[config.mk]
export PLATFORM = sky130hd
export DESIGN_NAME = mem_access_unit
export DESIGN_NICKNAME = d
export VERILOG_FILES = /design/src/rtl/mem_access_unit.sv
export SDC_FILE = /design/constraint.sdc
export NUM_CORES = 1
export LEC_CHECK = 0
export BUFFER_PORTS_ARGS = -buffer_cell sky130_fd_sc_hd__buf_4
export CORE_MARGIN = 5
export CORE_UTILIZATION = 40
export DETAILED_ROUTE_END_ITERATION = 12
export GPL_TIMING_DRIVEN = 0
export PLACE_DENSITY = 0.71
export SLEW_MARGIN = 0
export SYNTH_ARGS = -nofsm -noshare
export SYNTH_HDL_FRONTEND = slang
export SYNTH_SLANG_ARGS = --single-unit
[constraint.sdc]
create_clock -name clk -period 5 [get_ports clk]
set_input_delay 1.5 -clock clk [delete_from_list [all_inputs] [get_ports clk]]
set_output_delay 1.5 -clock clk [all_outputs]
set_load 0.01 [all_outputs]
[src/rtl/mem_access_unit.sv]
// mem_access_unit: single-port memory sequencer for a multicycle CPU.
// Takes MemRd/MemWr from the controller, drives one bus access and lands read
// data in IR or MDR. Optional build macro MEM_TIMEOUT_EN adds an ack watchdog
// that aborts an access after TIMEOUT cycles without bus_ack.
module mem_access_unit #(
   parameter int unsigned TIMEOUT = 15
) (
   input  logic        clk,
   input  logic        rst_n,
   input  logic        mem_rd,
   input  logic        mem_wr,
   input  logic        iord,
   input  logic        ir_wr,
   input  logic [31:0] pc,
   input  logic [31:0] alu_out,
   input  logic [31:0] wr_data,
   output logic [31:0] bus_addr,
   output logic [31:0] bus_wdata,
   output logic        bus_req,
   output logic        bus_we,
   input  logic [31:0] bus_rdata,
   input  logic        bus_ack,
   output logic [31:0] ir,
   output logic [31:0] mdr,
   output logic        busy,
   output logic        done,
   output logic        err
);

   typedef enum logic [1:0] {IDLE, ACCESS, FIN} state_t;

   state_t      state_q, state_d;
   logic [31:0] addr_q, addr_d;
   logic [31:0] wdata_q, wdata_d;
   logic [31:0] ir_q, ir_d;
   logic [31:0] mdr_q, mdr_d;
   logic        we_q, we_d;
   logic        dst_ir_q, dst_ir_d;
   logic        err_q, err_d;
   logic [31:0] sel_addr;

`ifdef MEM_TIMEOUT_EN
   // Wide enough to hold TIMEOUT; compared as 32 bits against the parameter.
   localparam int unsigned CNT_W = (TIMEOUT < 2) ? 1 : $clog2(TIMEOUT + 1);
   logic [CNT_W-1:0] cnt_q, cnt_d;
`endif

   assign sel_addr = iord ? alu_out : pc;

   // Next-state, address/data latch, read-data steering and error capture.
   always_comb begin
      state_d  = state_q;
      addr_d   = addr_q;
      wdata_d  = wdata_q;
      ir_d     = ir_q;
      mdr_d    = mdr_q;
      we_d     = we_q;
      dst_ir_d = dst_ir_q;
      err_d    = err_q;
`ifdef MEM_TIMEOUT_EN
      cnt_d    = cnt_q;
`endif
      case (state_q)
         IDLE: begin
            if (mem_rd && mem_wr) begin
               // Conflicting request: flag it, start nothing.
               err_d = 1'b1;
            end else if (mem_rd || mem_wr) begin
               if (sel_addr[1:0] != 2'b00) begin
                  err_d = 1'b1;
               end else begin
                  addr_d   = sel_addr;
                  wdata_d  = wr_data;
                  we_d     = mem_wr;
                  dst_ir_d = ir_wr;
`ifdef MEM_TIMEOUT_EN
                  cnt_d    = '0;
`endif
                  state_d  = ACCESS;
               end
            end
         end
         ACCESS: begin
            if (bus_ack) begin
               if (!we_q) begin
                  if (dst_ir_q) ir_d  = bus_rdata;
                  else          mdr_d = bus_rdata;
               end
               state_d = FIN;
`ifdef MEM_TIMEOUT_EN
            end else if (32'(cnt_q) >= TIMEOUT - 32'd1) begin
               // Memory never answered: abort without touching IR/MDR.
               err_d   = 1'b1;
               state_d = FIN;
            end else begin
               cnt_d = cnt_q + 1'b1;
`endif
            end
         end
         FIN:     state_d = IDLE;
         default: state_d = IDLE;
      endcase
   end

   // State and datapath registers with synchronous active-low reset.
   always_ff @(posedge clk) begin
      if (!rst_n) begin
         state_q  <= IDLE;
         addr_q   <= '0;
         wdata_q  <= '0;
         ir_q     <= '0;
         mdr_q    <= '0;
         we_q     <= 1'b0;
         dst_ir_q <= 1'b0;
         err_q    <= 1'b0;
`ifdef MEM_TIMEOUT_EN
         cnt_q    <= '0;
`endif
      end else begin
         state_q  <= state_d;
         addr_q   <= addr_d;
         wdata_q  <= wdata_d;
         ir_q     <= ir_d;
         mdr_q    <= mdr_d;
         we_q     <= we_d;
         dst_ir_q <= dst_ir_d;
         err_q    <= err_d;
`ifdef MEM_TIMEOUT_EN
         cnt_q    <= cnt_d;
`endif
      end
   end

   // Bus handshake and status are pure decodes of the state register, so
   // reset drops them at the same edge and IDLE/FIN never strobe the bus.
   assign bus_req   = (state_q == ACCESS);
   assign busy      = (state_q == ACCESS);
   assign bus_we    = (state_q == ACCESS) && we_q;
   assign done      = (state_q == FIN);
   assign bus_addr  = addr_q;
   assign bus_wdata = wdata_q;
   assign ir        = ir_q;
   assign mdr       = mdr_q;
   assign err       = err_q;

endmodule

==> results.yml, run 1 <==
power_and_ir_drop:
  p_sw_share_pct: 23.5
  pwr-share-clk_pct: 45.7
  leakagePower_nw: 3.91
  p_seq_share_pct: 42.2
  pwr_density_cell_nw_per_um2: 316
  pwr-share-comb_pct: 12.1
  p_switching_mw: 0.616
  peakVddDrop_mv: 0.220
  internal_power_mw: 2.01
timing:
  final.min_clock_period_ns: 2.99
  post-route-period-util_pct: 59.7
  hold_viol_final: 0
  finalClockSkew_ns: 0.00895
  final_max_slew_viol_count: 0
  max_freq_mhz: 335
  finalSetupTns_ns: 0
  slew_headroom_pct: 50.6
  finalSetupViolations: 0
  rsz0062_at_grt: "false"
  worst_pin_slew_ns: 0.741
  worst_hold_slack_ns: 0.455
detailed_routing:
  routed-wl-met2_um: 8780
  wl_met1_um: 7290
  ant_nets: 0
  wire_per_inst_um: 16.6
  wl_um: 18400
  dr_wl_met3_um: 1970
  num_vias: 5540
  drc_errors: 0
  maxUsedRoutingLayer: "met4"
  viasPerCell: 5.00
  drtIter0Drc: 385
  first_pass_iters: 5
setup_path:
  arrival_ns: 1.49
  critPathMostFrequentCell: "buf_4"
  slowest_delay_ns: 0.40
  cp_slowest_cell: "dfxtp_1"
  critical-path-top-delay-family: "flip-flops"
  crit_required_ns: 3.50
  worst_setup_path_end_kind: "primary output"
  path_cells: "nor2b_1, buf_4, buf_4"
  crit_type: "reg -> out"
  path_buf_inv: 2
  cp_max_fo: 6
  start_kind: "flop"
clock_network:
  root_buffer: "clkbuf_16"
  post_cts_buffers: 0
  clkLatencyLatePin_ns: 0.42
  clk_pin_slew_ns: 0.05
  clkSinkCount: 133
  cts_buffers: 17
  cts_tree: "built"
  cts_hold_buffers: 0
  cts_buffer_depth: 2
  htree_num_levels: 4
  cts_resized: 0
synthesis:
  ys_seq_elements: 133
  netlist_instances: 632
  seq_area_frac_synth_pct: 48.1
  syn-cell-area_um2: 5540
  synth_cell_type_count: 31
  yosysWarnings: 0
  synth.net_count: 767
  syn_avg_cell_area_um2: 8.77
global_routing:
  grt_max_degree: 17
  antenna_found_initial: 0
  grt_pass1_vias: 5530
  grt.total_usage_pct: 22.4
  grt_pass1_wl_um: 28700
  grt_overflow_total: 0
floorplanning:
  ios: 268
  die_area_um2: 16300
  row_count: 43
  fp.dieW_um: 128
  initial_core_util_pct: 40.4
  core_um2: 13700
  die_h_um: 128
outcome:
  status: "complete, no violations"
layout:
  diodes: 0
  nNetsFinal: 1051
  layout-drive-gt1-share_pct: 37.3
  final_common_cell: "buf_4"
  mostFrequentLayoutCells: "buf_4, dfxtp_1, nand2_1"
  area_delta_synth_final_pct: 50.2
min_path:
  hold_path.class: "reg -> reg"
run:
  maxCapViolations: 0
placed_design:
  dp_hpwl_um: 14200
  io_buffers: 265
  place_congestion: 0.821
## through the flow
step           util (%)  instances  power, mW  setup WS (ns)  area (µm²)
6_report           60.7       1108       2.63           2.01        8320
5_1_grt            60.7       1108       2.73           1.84        8320
4_1_cts            60.7       1108       2.65           1.95        8320
3_5_place_dp       56.5       1077       1.45           1.87        7750
3_3_place_gp       56.5       1077       1.45           1.94        7750
2_1_floorplan         -        632       1.27           2.39        5540
## cells in the mapped netlist
library cell  instances  area [µm²]
a221oi_1              1        8.76
buf_6                 4        45.0
or2_2                 1        6.26
or4b_2                1        10.0
and3_1                3        18.8
o2111ai_2             1        15.0
nand2_1             127         477
buf_2                10        50.1
and2_1                1        6.26
o211ai_1              1        7.51
nand4bb_1             1        11.3
nand3_1              64         320
nor4bb_1              1        10.0
nor3_2                1        10.0
or3b_2                1        8.76
a21oi_1              67         335
buf_4                 2        15.0
clkbuf_1             45         169
o221a_2               1        11.3
o21ai_0              64         320
nor3b_2               1        12.5
mux2i_1              63         631
or3_1                 1        6.26
inv_1                 1        3.75
nand2b_1              1        6.26
clkinv_1              1        3.75
dfxtp_1             133        2660
nor3_1                1        5.00
mux2_2               30         338
nor2_1                1        3.75
nor2b_1               2        12.5
## power by group through the flow
| stage | Clock, mW | Combinational [mW] | Sequential [mW] |
|---|---|---|---|
| 3_5_place_dp | 0 | 0.322 | 1.13 |
| 5_1_grt | 1.27 | 0.349 | 1.11 |
| 3_3_place_gp | 0 | 0.321 | 1.13 |
| 4_1_cts | 1.22 | 0.323 | 1.11 |
| 6_report | 1.20 | 0.319 | 1.11 |
| 2_1_floorplan | 0 | 0.133 | 1.14 |
## kinds of logic after synthesis
family	count (synthesis)	share of synthesized area, %
simple gates	208	16.7
compound gates	135	12.6
flops	133	48.1
mux	93	17.5
buf+inv	63	5.17
## layer usage
layer / global-route usage (%) / vias up
li1: - / 2748
met1: 25.8 / 2523
met2: 37.7 / 241
met3: 9.33 / 28
met4: 7.43 / 0
met5: 0 / -
## cell type report
class	instances	area, µm²
buffer	61	279
timing repair buffer	265	1990
inverter	2	7.51
fill	1307	5400
tap	180	225
clock buffer	22	464
multi-input combinational	436	2590
clock inverter	9	104
sequential	133	2660
## state kept, by name (all words and copies together), names as in the netlist
| signal | count |
|---|---|
| dst_ir_q | 1 |
| mdr | 32 |
| we_q | 1 |
| state_q | 2 |
| bus_addr | 32 |
| err | 1 |
| ir | 32 |
| bus_wdata | 32 |
## tightest hold or removal path, stage by stage, from the launching register on
cell and delay (ns):
dfxtp_1 0.30, nand2_1 0.05, mux2i_1 0.05
## path summary, 6_finish.rpt
check	start	to	slack [ns]	cells past startpoint
worst max-delay path	state_q[0]	busy	2.01	3
worst min register to register	bus_addr[23]	bus_addr[23]	0.46	2
worst max register to register	state_q[1]	ir[6]	3.24	5
worst min-delay path	bus_addr[23]	bus_addr[23]	0.46	2
Power figures use the tool's default switching activity.
==> run 2: changes to the inputs <==
--- a/config.mk
+++ b/config.mk
@@ -5,12 +5,13 @@
 export SDC_FILE = /design/constraint.sdc
 export NUM_CORES = 1
 export LEC_CHECK = 0
+export ABC_AREA = 1
 export BUFFER_PORTS_ARGS = -buffer_cell sky130_fd_sc_hd__buf_4
 export CORE_MARGIN = 5
 export CORE_UTILIZATION = 40
 export DETAILED_ROUTE_END_ITERATION = 12
 export GPL_TIMING_DRIVEN = 0
-export PLACE_DENSITY = 0.71
+export PLACE_DENSITY = 0.69
 export SLEW_MARGIN = 0
 export SYNTH_ARGS = -nofsm -noshare
 export SYNTH_HDL_FRONTEND = slang
==> constraint.sdc (replaced) <==
create_clock -name clk -period 2.93 [get_ports clk]
set_input_delay 0.879 -clock clk [delete_from_list [all_inputs] [get_ports clk]]
set_output_delay 0.879 -clock clk [all_outputs]
set_load 0.01 [all_outputs]
==> results.yml, run 2 <==
detailed_routing:
  num_vias: 6624
  wl_um: 19500
  ant_nets: 0
  viasPerCell: 4.40
  first_pass_iters: 4
  drc_errors: 0
  drtIter0Drc: 336
  wire_per_inst_um: 13.0
power_and_ir_drop:
  pwr_density_cell_nw_per_um2: 509
  peakVddDrop_mv: 0.365
  leakagePower_nw: 4.89
synthesis:
  netlist_instances: 994
  yosysWarnings: 0
  ys_seq_elements: 133
  syn-cell-area_um2: 6310
  synth_cell_type_count: 17
  synth_mux_area_share_pct: 0
  synth.most_common_cell: "inv_1"
  yosysTopAreaCell: "dfxtp_1"
  synth.net_count: 1129
  yosys.area_share.simple_pct: 29.2
  synth_fa_ha_area_share_pct: 0
  synth.area.top_cells: "dfxtp_1, inv_1, nand2_1"
  ys_top_cells_by_count: "inv_1, nand2_1, dfxtp_1, nor2_1, a21oi_1"
  synth_xor_xnor_area_share_pct: 0
  async_flop_share_pct: 0
  synth_top_family_by_area: "simple AND/OR/NAND/NOR gates"
  yosysTopAreaCellShare_pct: 42.2
  synth_edf_count: 0
  syn_avg_cell_area_um2: 6.34
  seq_area_frac_synth_pct: 42.2
  yosys_most_used_dff: "dfxtp_1"
  synth_compound_area_share_pct: 7.78
clock_network:
  cts_resized: 0
  cts_buffers: 17
  clkLatencyLatePin_ns: 0.41
  htree_num_levels: 4
  clkSinkCount: 133
  cts_tree: "built"
  cts_hold_buffers: 0
  root_buffer: "clkbuf_16"
  cts_buffer_depth: 2
  post_cts_buffers: 0
  clk_pin_slew_ns: 0.06
layout:
  mostFrequentLayoutCells: "buf_4, inv_1, nand2_1"
  postLayoutCellArea_um2: 9100
  diodes: 0
  utilization_pct: 58.1
  layout-drive-gt1-share_pct: 24.8
  fillers: 1582
  instances_no_fill: 1506
  area_delta_synth_final_pct: 44.3
  nNetsFinal: 1413
  final_common_cell: "buf_4"
floorplanning:
  core_um2: 15700
  die_h_um: 136
  initial_core_util_pct: 40.3
  ios: 268
  die_area_um2: 18400
  row_count: 46
  fp.dieW_um: 136
timing:
  final.min_clock_period_ns: 2.16
  max_freq_mhz: 462
  slew_headroom_pct: 60.5
  final_max_slew_viol_count: 0
  rsz0062_at_grt: "false"
  finalSetupViolations: 0
  worst_pin_slew_ns: 0.593
  finalClockSkew_ns: 0.00863
  hold_viol_final: 0
  post-route-period-util_pct: 73.8
  finalSetupTns_ns: 0
setup_path:
  crit_required_ns: 2.05
  start_kind: "flop"
  crit_type: "reg -> out"
  cp_max_fo: 4
  timing.rr.start: "state_q[0]"
  worst-r2r-setup-slack_ns: 1.33
  arrival_ns: 1.28
  crit_start: "state_q[1]"
  worst_setup_path_end_kind: "primary output"
placed_design:
  dp_hpwl_um: 15200
  place_inst: 1475
  io_buffers: 265
  place_congestion: 0.834
  dpl_cell_area_um2: 8570
outcome:
  status: "complete, no violations"
run:
  maxCapViolations: 0
global_routing:
  grt_max_degree: 17
  antenna_found_initial: 0
  grt_overflow_total: 0
  grt_pass1_wl_um: 30800
  grt_pass1_vias: 6203
  grt.total_usage_pct: 21.0
min_path:
  hold_start: "ir[17]"
  hold_path.class: "reg -> reg"
## run 2: cell types whose count changed in the layout (fill, tap and decap cells not counted), sizes merged, moves of 3 or more
cell / before / now
and3: 3 / 0
buf: 281 / 299
clkbuf: 67 / 53
inv: 1 / 264
mux2: 30 / 0
mux2i: 63 / 0
nand2: 127 / 199
nand3: 64 / 37
nand4: 0 / 64
nor2: 1 / 132
o21ai: 64 / 32
## run 2: cell families after synthesis
group,count (synthesis)
and+or+nand+nor,433
buffers and inverters,330
DFF,133
AOI/OAI and AO/OA,98
## run 2: where the power goes
group          internal [mW]  switching (mW)  leakage (nW)
Clock                   1.18           0.780         0.256
Sequential              1.88          0.0384          1.08
Combinational          0.345           0.407          3.55
## run 2: area by class of cell
type | instances | area (µm²) | share of cell area (%)
repair buffers | 265 | 1990 | 21.9
clock buffers | 22 | 454 | 4.99
inverters | 265 | 995 | 10.9
clock inverters | 9 | 81.3 | 0.894
flip-flops and latches | 133 | 2660 | 29.3
multi-input cells | 531 | 2330 | 25.6
plain buffers | 65 | 315 | 3.46
well taps | 216 | 270 | 2.97
## run 2: critical path, stage by stage, from the launching register on
cell and delay (ns):
dfxtp_1 0.32, inv_2 0.04, nand2_1 0.11, inv_1 0.13
buf_4 0.15, buf_4 0.13
## run 2: path summary, 6_finish.rpt
| path | endpoint | cells past startpoint |
|---|---|---|
| worst max register to register | mdr[15] | 6 |
| worst min register to register | ir[17] | 2 |
| worst min-delay path | ir[17] | 2 |
| worst max-delay path | busy | 5 |
## run 2: stage by stage
stage          setup WS [ns]  hold slack, ns  power (mW)
3_5_place_dp           0.610           0.436        2.72
6_report               0.767           0.441        4.63
3_3_place_gp           0.584           0.432        2.71
4_1_cts                0.746           0.445        4.69
5_1_grt                0.686           0.468        4.88
2_1_floorplan           1.06           0.468        2.36
## run 2: metal layers
layer  vias up  track usage (%)  part of all wire [%]
met5         -                0                     0
met4         0             5.88                   1.7
met3        24             7.17                   8.5
met2       188             35.1                    48
met1      2894             25.8                    42
li1       3518                -                     -
